## config.mk

```make
export PLATFORM = sky130hd
export DESIGN_NAME = alu_mc
export DESIGN_NICKNAME = d
export VERILOG_FILES = /design/src/rtl/alu_mc.sv
export SDC_FILE = /design/constraint.sdc
export NUM_CORES = 1
export LEC_CHECK = 0
export BUFFER_PORTS_ARGS = -buffer_cell sky130_fd_sc_hd__buf_2
export CAP_MARGIN = 20
export CORE_MARGIN = 2
export CORE_UTILIZATION = 40
export DETAILED_ROUTE_END_ITERATION = 6
export PLACE_DENSITY = 0.64
export SYNTH_ARGS = -nofsm -noshare
export SYNTH_HDL_FRONTEND = slang
export SYNTH_SLANG_ARGS = --single-unit
```

## constraint.sdc

```tcl
create_clock -name clk -period 7.2 [get_ports clk]
set_clock_uncertainty 0.15 [all_clocks]
set_input_delay 0 -clock clk [delete_from_list [all_inputs] [get_ports clk]]
set_output_delay 0 -clock clk [all_outputs]
set_load 0.005 [all_outputs]
```

## src/rtl/alu_mc.sv

```systemverilog
// alu_mc: multi-cycle picoMIPS ALU with iterative shifts, shift-add multiply and valid/ready handshakes
module alu_mc #(
    parameter int BUS_WIDTH  = 8,
    parameter int FUNC_WIDTH = 4,
    parameter int FLAG_WIDTH = 4,
    parameter int SHAMT_W    = $clog2(BUS_WIDTH)
) (
    input  logic                  clk,
    input  logic                  nReset,
    input  logic                  in_valid,
    output logic                  in_ready,
    input  logic [BUS_WIDTH-1:0]  a,
    input  logic [BUS_WIDTH-1:0]  b,
    input  logic [FUNC_WIDTH-1:0] func,
    output logic                  out_valid,
    input  logic                  out_ready,
    output logic [BUS_WIDTH-1:0]  result,
    output logic [FLAG_WIDTH-1:0] flags
);
    localparam int W  = BUS_WIDTH;
    localparam int CW = SHAMT_W + 1;
    localparam logic [FUNC_WIDTH-1:0] F_RB   = FUNC_WIDTH'(1);
    localparam logic [FUNC_WIDTH-1:0] F_ADD  = FUNC_WIDTH'(2);
    localparam logic [FUNC_WIDTH-1:0] F_SUB  = FUNC_WIDTH'(3);
    localparam logic [FUNC_WIDTH-1:0] F_AND  = FUNC_WIDTH'(4);
    localparam logic [FUNC_WIDTH-1:0] F_OR   = FUNC_WIDTH'(5);
    localparam logic [FUNC_WIDTH-1:0] F_XOR  = FUNC_WIDTH'(6);
    localparam logic [FUNC_WIDTH-1:0] F_NOR  = FUNC_WIDTH'(7);
    localparam logic [FUNC_WIDTH-1:0] F_SLL  = FUNC_WIDTH'(8);
    localparam logic [FUNC_WIDTH-1:0] F_SRL  = FUNC_WIDTH'(9);
    localparam logic [FUNC_WIDTH-1:0] F_SRA  = FUNC_WIDTH'(10);
    localparam logic [FUNC_WIDTH-1:0] F_MULL = FUNC_WIDTH'(11);
    localparam logic [FUNC_WIDTH-1:0] F_MULH = FUNC_WIDTH'(12);

    typedef enum logic [1:0] {IDLE, BUSY, DONE} state_t;
    state_t r_state;

    logic [FUNC_WIDTH-1:0] r_func;
    logic [W-1:0]          r_sh;
    logic [W-1:0]          r_mcand;
    logic [2*W-1:0]        r_prod;
    logic [CW-1:0]         r_cnt;

    logic [W:0]         w_add, w_sub, w_sum;
    logic [W-1:0]       w_res, w_sh_next, w_bres;
    logic [2*W-1:0]     w_prod_next;
    logic [SHAMT_W-1:0] w_amt;
    logic               w_c, w_v, w_sh_c, w_bc, w_bv;
    logic               w_is_mul, w_is_shift, w_multi, w_accept, w_last;

    assign in_ready   = (r_state == IDLE) | ((r_state == DONE) & out_ready);
    assign w_accept   = in_valid & in_ready;
    assign w_amt      = b[SHAMT_W-1:0];
    assign w_is_mul   = (func == F_MULL) | (func == F_MULH);
    assign w_is_shift = (func == F_SLL) | (func == F_SRL) | (func == F_SRA);
    assign w_multi    = w_is_mul | (w_is_shift & (w_amt != '0));
    assign w_add      = {1'b0, a} + {1'b0, b};
    assign w_sub      = {1'b0, a} + {1'b0, ~b} + 1'b1;

    // Single-cycle ops; zero-amount shifts and codes 13-15 fall through to result=a, C=V=0
    always_comb begin
        w_res = a;
        w_c   = 1'b0;
        w_v   = 1'b0;
        case (func)
            F_RB:  w_res = b;
            F_ADD: begin
                w_res = w_add[W-1:0];
                w_c   = w_add[W];
                w_v   = (a[W-1] == b[W-1]) & (w_add[W-1] != a[W-1]);
            end
            F_SUB: begin
                w_res = w_sub[W-1:0];
                w_c   = w_sub[W];
                w_v   = (a[W-1] != b[W-1]) & (w_sub[W-1] != a[W-1]);
            end
            F_AND: w_res = a & b;
            F_OR:  w_res = a | b;
            F_XOR: w_res = a ^ b;
            F_NOR: w_res = ~(a | b);
            default: w_res = a;
        endcase
    end

    // One iteration step of the shifter and of the shift-add multiplier
    assign w_sh_next   = (r_func == F_SLL) ? {r_sh[W-2:0], 1'b0}
                                           : {(r_func == F_SRA) & r_sh[W-1], r_sh[W-1:1]};
    assign w_sh_c      = (r_func == F_SLL) ? r_sh[W-1] : r_sh[0];
    assign w_sum       = {1'b0, r_prod[2*W-1:W]} + {1'b0, (r_prod[0] ? r_mcand : '0)};
    assign w_prod_next = {w_sum, r_prod[W-1:1]};
    assign w_bres      = (r_func == F_MULL) ? w_prod_next[W-1:0]
                       : (r_func == F_MULH) ? w_prod_next[2*W-1:W] : w_sh_next;
    assign w_bc        = (r_func == F_MULL) | (r_func == F_MULH) ? 1'b0 : w_sh_c;
    assign w_bv        = (r_func == F_MULL) & (|w_prod_next[2*W-1:W]);
    assign w_last      = (r_cnt == CW'(1));

    always_ff @(posedge clk) begin
        if (!nReset) begin
            r_state   <= IDLE;
            result    <= '0;
            flags     <= '0;
            out_valid <= 1'b0;
            r_func    <= '0;
            r_sh      <= '0;
            r_mcand   <= '0;
            r_prod    <= '0;
            r_cnt     <= '0;
        end else if (r_state == BUSY) begin
            r_sh   <= w_sh_next;
            r_prod <= w_prod_next;
            r_cnt  <= r_cnt - 1'b1;
            if (w_last) begin
                result    <= w_bres;
                flags     <= {w_bc, w_bv, w_bres[W-1], ~|w_bres};
                out_valid <= 1'b1;
                r_state   <= DONE;
            end
        end else if (w_accept) begin
            r_func  <= func;
            r_sh    <= a;
            r_mcand <= a;
            r_prod  <= {{W{1'b0}}, b};
            r_cnt   <= w_is_mul ? CW'(W) : {1'b0, w_amt};
            if (w_multi) begin
                out_valid <= 1'b0;
                r_state   <= BUSY;
            end else begin
                result    <= w_res;
                flags     <= {w_c, w_v, w_res[W-1], ~|w_res};
                out_valid <= 1'b1;
                r_state   <= DONE;
            end
        end else if ((r_state == DONE) & out_ready) begin
            out_valid <= 1'b0;
            r_state   <= IDLE;
        end
    end
endmodule
```

==> After elaboration in Yosys (flattened, before gate mapping) <==
Cells that the tools add are included.
W data, S select, Z words.
{ "word_totals": {"regBits": 55, "inputBits": 24, "elab_cells": 104} }
{ "op_classes": {"n_addsub": 5, "eq_ne": 25, "n_mux": 34, "bitwise": 19, "n_reduce_logical": 12} }
{ "op_table": {"columns": ["operator", "n"], "rows": [
  ["$mux W8", 10],
  ["$pmux W8 S7", 1],
  ["$eq A4 B4 Y1 const B", 9],
  ["$mux W16", 2],
  ["$mux W4", 7],
  ["$add A8 B8 Y9", 3],
  ["$reduce_or A8 Y1", 3],
  ["$eq A4 B3 Y1 const B", 4],
  ["$not A8 Y8", 2],
  ["$mux W2", 5],
  ["$add A9 B1 Y9 const B", 1],
  ["$and A8 B8 Y8", 1],
  ["$eq A4 B1 Y1 const B", 2],
  ["$eq A4 B2 Y1 const B", 2],
  ["$or A8 B8 Y8", 1],
  ["$xor A8 B8 Y8", 1],
  ["$and A1 B1 Y1", 7],
  ["$mux W1", 7],
  ["$or A1 B1 Y1", 6],
  ["$reduce_bool A3 Y1", 2],
  ["$pmux W1 S2", 2],
  ["$reduce_and A2 Y1", 2],
  ["$sub A4 B1 Y4 const B", 1],
  ["$ne A1 B1 Y1", 3],
  ["10 further kinds", 11]
]} }

==> Depth between registers and ports, before layout <==
{ "logic_depth": {"ltp_word": 9, "mapped_depth": 12} }

==> Worst setup path after synthesis <==
OpenSTA, ideal clock, no wires.
{ "synth_path": {"path_type": "reg-to-reg", "from": "register r_prod[0]", "to": "register flags[2]", "setup_ps": 115, "t_arrival_ps": 2409, "setup_slack_ps": 4527, "path_stages_with_launch": 13, "period_less_slack_ps": 2673, "cell_sequence": "dfxtp_1 -> and2_1 -> ha_1 -> inv_1 -> fa_1 -> nand2b_1 -> a21oi_1 -> xor2_1 -> nor4b_1 -> nand3_1 -> o311ai_0 -> a21oi_1 -> o21a_1"} }
{ "synth_via": {"elab_chain_len": 6} }
{ "synth_lines": {"columns": ["element", "line", "text"], "rows": [
  ["start, declared", "41", "logic [2*W-1:0] r_prod;"],
  ["start signal, assigned", "110", "r_prod <= w_prod_next;"],
  ["start signal, assigned", "122", "r_prod <= {{W{1'b0}}, b};"],
  ["$mux W8", "89", "assign w_sum = {1'b0, r_prod[2*W-1:W]} + {1'b0, (r_prod[0] ? r_mcand : '0)};"],
  ["$add A8 B8 Y9", "89", null],
  ["$reduce_or A8 Y1", "94", "assign w_bv = (r_func == F_MULL) & (|w_prod_next[2*W-1:W]);"],
  ["$and A1 B1 Y1", "94", null],
  ["$mux W4", "112", "if (w_last) begin"],
  ["$mux W4", "108", "end else if (r_state == BUSY) begin"],
  ["end signal, assigned", "114", "flags <= {w_bc, w_bv, w_bres[W-1], ~|w_bres};"],
  ["end signal, assigned", "129", "flags <= {w_c, w_v, w_res[W-1], ~|w_res};"],
  ["end, declared", "18", "output logic [FLAG_WIDTH-1:0] flags"]
]} }
Every way passes these cells. The select of a mux whose other input is x is not followed.
A chain may end at the register's enable or synchronous reset.

==> Final worst setup path <==
Same ends and word-level chain as after synthesis.

==> results.txt <==
Outcome: finished clean
Syn Nets: 645
Residual DRC: 0
Hold_buf cts: 18
Pwr Density: 150 nW/µm²
Via Count: 4434
Final setup fails: 0
Gpl congestion: 0.883
Clk slew on worst S/H paths: 0.10 ns
DPL Wire Length: 9140 µm
Worst-Margin Slew: 1.01 ns
Total Wirelength: 12500 µm
Max Slew Vio Count: 0
Final period utilization: 42.0%
First-pass GRT wire length: 20300 µm
Crit-path most repeated cell: a21oi_1
CP endpoint kind: register
Post-CTS resize count: 0
Worst path cell trace: and2_1, ha_1, inv_1, fa_1, nand2b_1, a21oi_1, xor2_1, nor4b_1, nand3_1, o311ai_0, a21oi_1, o21a_1
CP top delay family: simple AND/OR/NAND/NOR gates
Total Nets Final: 676
Asr flop ratio synth: 0%
First DRT Iteration DRCs: 256
Initial core utilization: 40.6%
Slowest stage cell, crit path: dfxtp_1
Worst EP required: 7.26 ns
Top FF cell, synth: dfxtp_1
Avg Inst Size Synth: 7.43 µm²
Final Hold Viols: 0
Root Buffer: clkbuf_8
Crit-path max cell delay: 0.47 ns
Io pins: 38
Slew headroom: 31.6%
Worst hold slack: 0.0310 ns
Die Y-Extent: 108 µm
Core Util, Final: 45.6%
Die width: 108 µm
Number of iterations in the first detailed-routing pass: 7
Top cell type's share of synthesized area: 24.4%
# clock sinks: 53
Worst vdd ir: 0.0799 mV
Port Buffer Count: 37
Max-Cap Viols: 0
Number of antenna diodes: 0
Seq cells post-synth: 53
Layout cells sized above 1: 10.1%
CTS tree: done
Cell Area, Placed: 4570 µm²
Row count: 38
Area contributors post-synth: dfxtp_1 24%, ha_1 9.8%, a21oi_1 8.6%
Die ar.: 11700 µm²
Leak Pwr: 2.00 nW
Design Area, Final: 4880 µm²
RSZ-0062 raised after global routing: no
Tightest Hold Check Type: in2reg
Most frequent cells in the layout: 75 x a21oi_1, 68 x nand2_1, 53 x dfxtp_1
Commonest non-fill, non-tap cell in the layout: a21oi_1
Count of different cell masters after synthesis: 71
Worst path arrival time: 3.08 ns
Multi-input gate area in the final layout: 2980 µm²
Fill cells: 1102
Seq/Total Area, Yosys: 24.4%
Clk_lat worst skew: 0.31 ns
Ys Warns: 0
All-Layer GR Usage: 21.6%
H-tree depth: 2
FMAX: 331 MHz
Number of global-route vias before repair: 4049
Synthesized area: 4340 µm²
Deepest clock path buffer count: 2
Crit Path Max Fanout: 9
Vias per cell: 5.87
Crit path buf inv count: 1
GRT overflow: 0
Core area: 10700 µm²
Setup CP Type: reg2reg
Startpoint types: register
Setup_tns: 0 ns
Initial antenna violation count: 0
Sequential standard cell area: 1060 µm²
CTS Buf Count: 5
Number of flops mapped to enable cells by yosys: 0
Setup bufs post-CTS: 0
Final ANT Viol Nets: 0
Routed WL per cell: 16.5 µm
Largest net degree at the start of global routing: 43
Synth area leader: dfxtp_1
Layout area overhead: 12.5%
Clock period minus worst slack: 3.02 ns
Synth Instances: 584
-- tightest hold or removal path, cell delays in order --
cell,delay [ns]
buf_2,0.09
mux2i_1,0.06
nor2_1,0.08
a21oi_1,0.09
nand2_1,0.07
a21oi_1,0.05
-- through the flow --
step | total power, mW | instances | setup WS [ns]
floorplan | 0.480 | 584 | 4.53
global placement | 0.537 | 728 | 4.26
detailed placement | 0.541 | 728 | 4.15
CTS | 0.731 | 754 | 4.12
global route | 0.777 | 756 | 3.98
finish | 0.733 | 756 | 4.18
-- flip-flops by register name, indices dropped and copies added (netlist names) --
register / cells
r_prod: 16
out_valid: 1
r_cnt: 4
r_sh: 8
result: 7
r_state: 1
r_mcand: 8
flags: 4
r_func: 4
-- synth_stat cells, types with 8 or more instances --
master and number:
a21oi_1 75, a22oi_1 10, a31oi_1 8, and2_1 10, clkbuf_1 25, dfxtp_1 53, ha_1 34, inv_1 35
mux2i_1 10, nand2_1 68, nand2b_1 11, nand3_1 18, nor2_1 48, nor3_1 9, o21ai_0 30, o22ai_1 8
xnor2_1 10
-- per-layer routing --
| layer | part of all wire [%] | GRT usage, % | up-vias |
|---|---|---|---|
| li1 | - | - | 2154 |
| met1 | 48 | 31.4 | 2098 |
| met2 | 44 | 34.8 | 165 |
| met3 | 5.9 | 2.11 | 17 |
| met4 | 1.5 | 4.40 | 0 |
| met5 | 0 | 0 | - |
-- power by group --
group          internal, mW  switching (mW)
clock network        0.0871          0.0973
registers             0.312          0.0185
logic                0.0873           0.131
total                 0.486           0.246
-- final timing paths --
| path | to | start | slack, ns | cells after the start |
|---|---|---|---|---|
| setup / recovery | flags[2]$_SDFFE_PN0P_ | r_prod[0]$_SDFFE_PN0N_ | 4.18 | 12 |
| hold / removal | out_valid$_SDFFE_PN0P_ | out_ready | 0.03 | 6 |
| setup reg to reg | flags[2]$_SDFFE_PN0P_ | r_prod[0]$_SDFFE_PN0N_ | 4.18 | 12 |
| hold reg to reg | r_mcand[5]$_SDFFE_PN0P_ | r_mcand[5]$_SDFFE_PN0P_ | 0.31 | 2 |
-- cell type report --
| type | count | share of cell area [%] |
|---|---|---|
| multi-input cells | 459 | 61.1 |
| well taps | 140 | 3.59 |
| clock inverters | 1 | 0.102 |
| repair buffers | 61 | 8.81 |
| clock buffers | 7 | 1.97 |
| flip-flops and latches | 53 | 21.7 |
| inverters | 35 | 2.69 |
-- cells by family after synthesis --
group	count (synthesis)	share of synthesized area, %
AOI/OAI and AO/OA	191	28.0
xor gates and xnor gates	15	3.03
adders and majority gates	37	11.2
buffers and inverters	72	6.86
DFF	53	24.4
muxes	13	3.08
and+or+nand+nor	203	23.4
(Power assumes the default switching activity.)
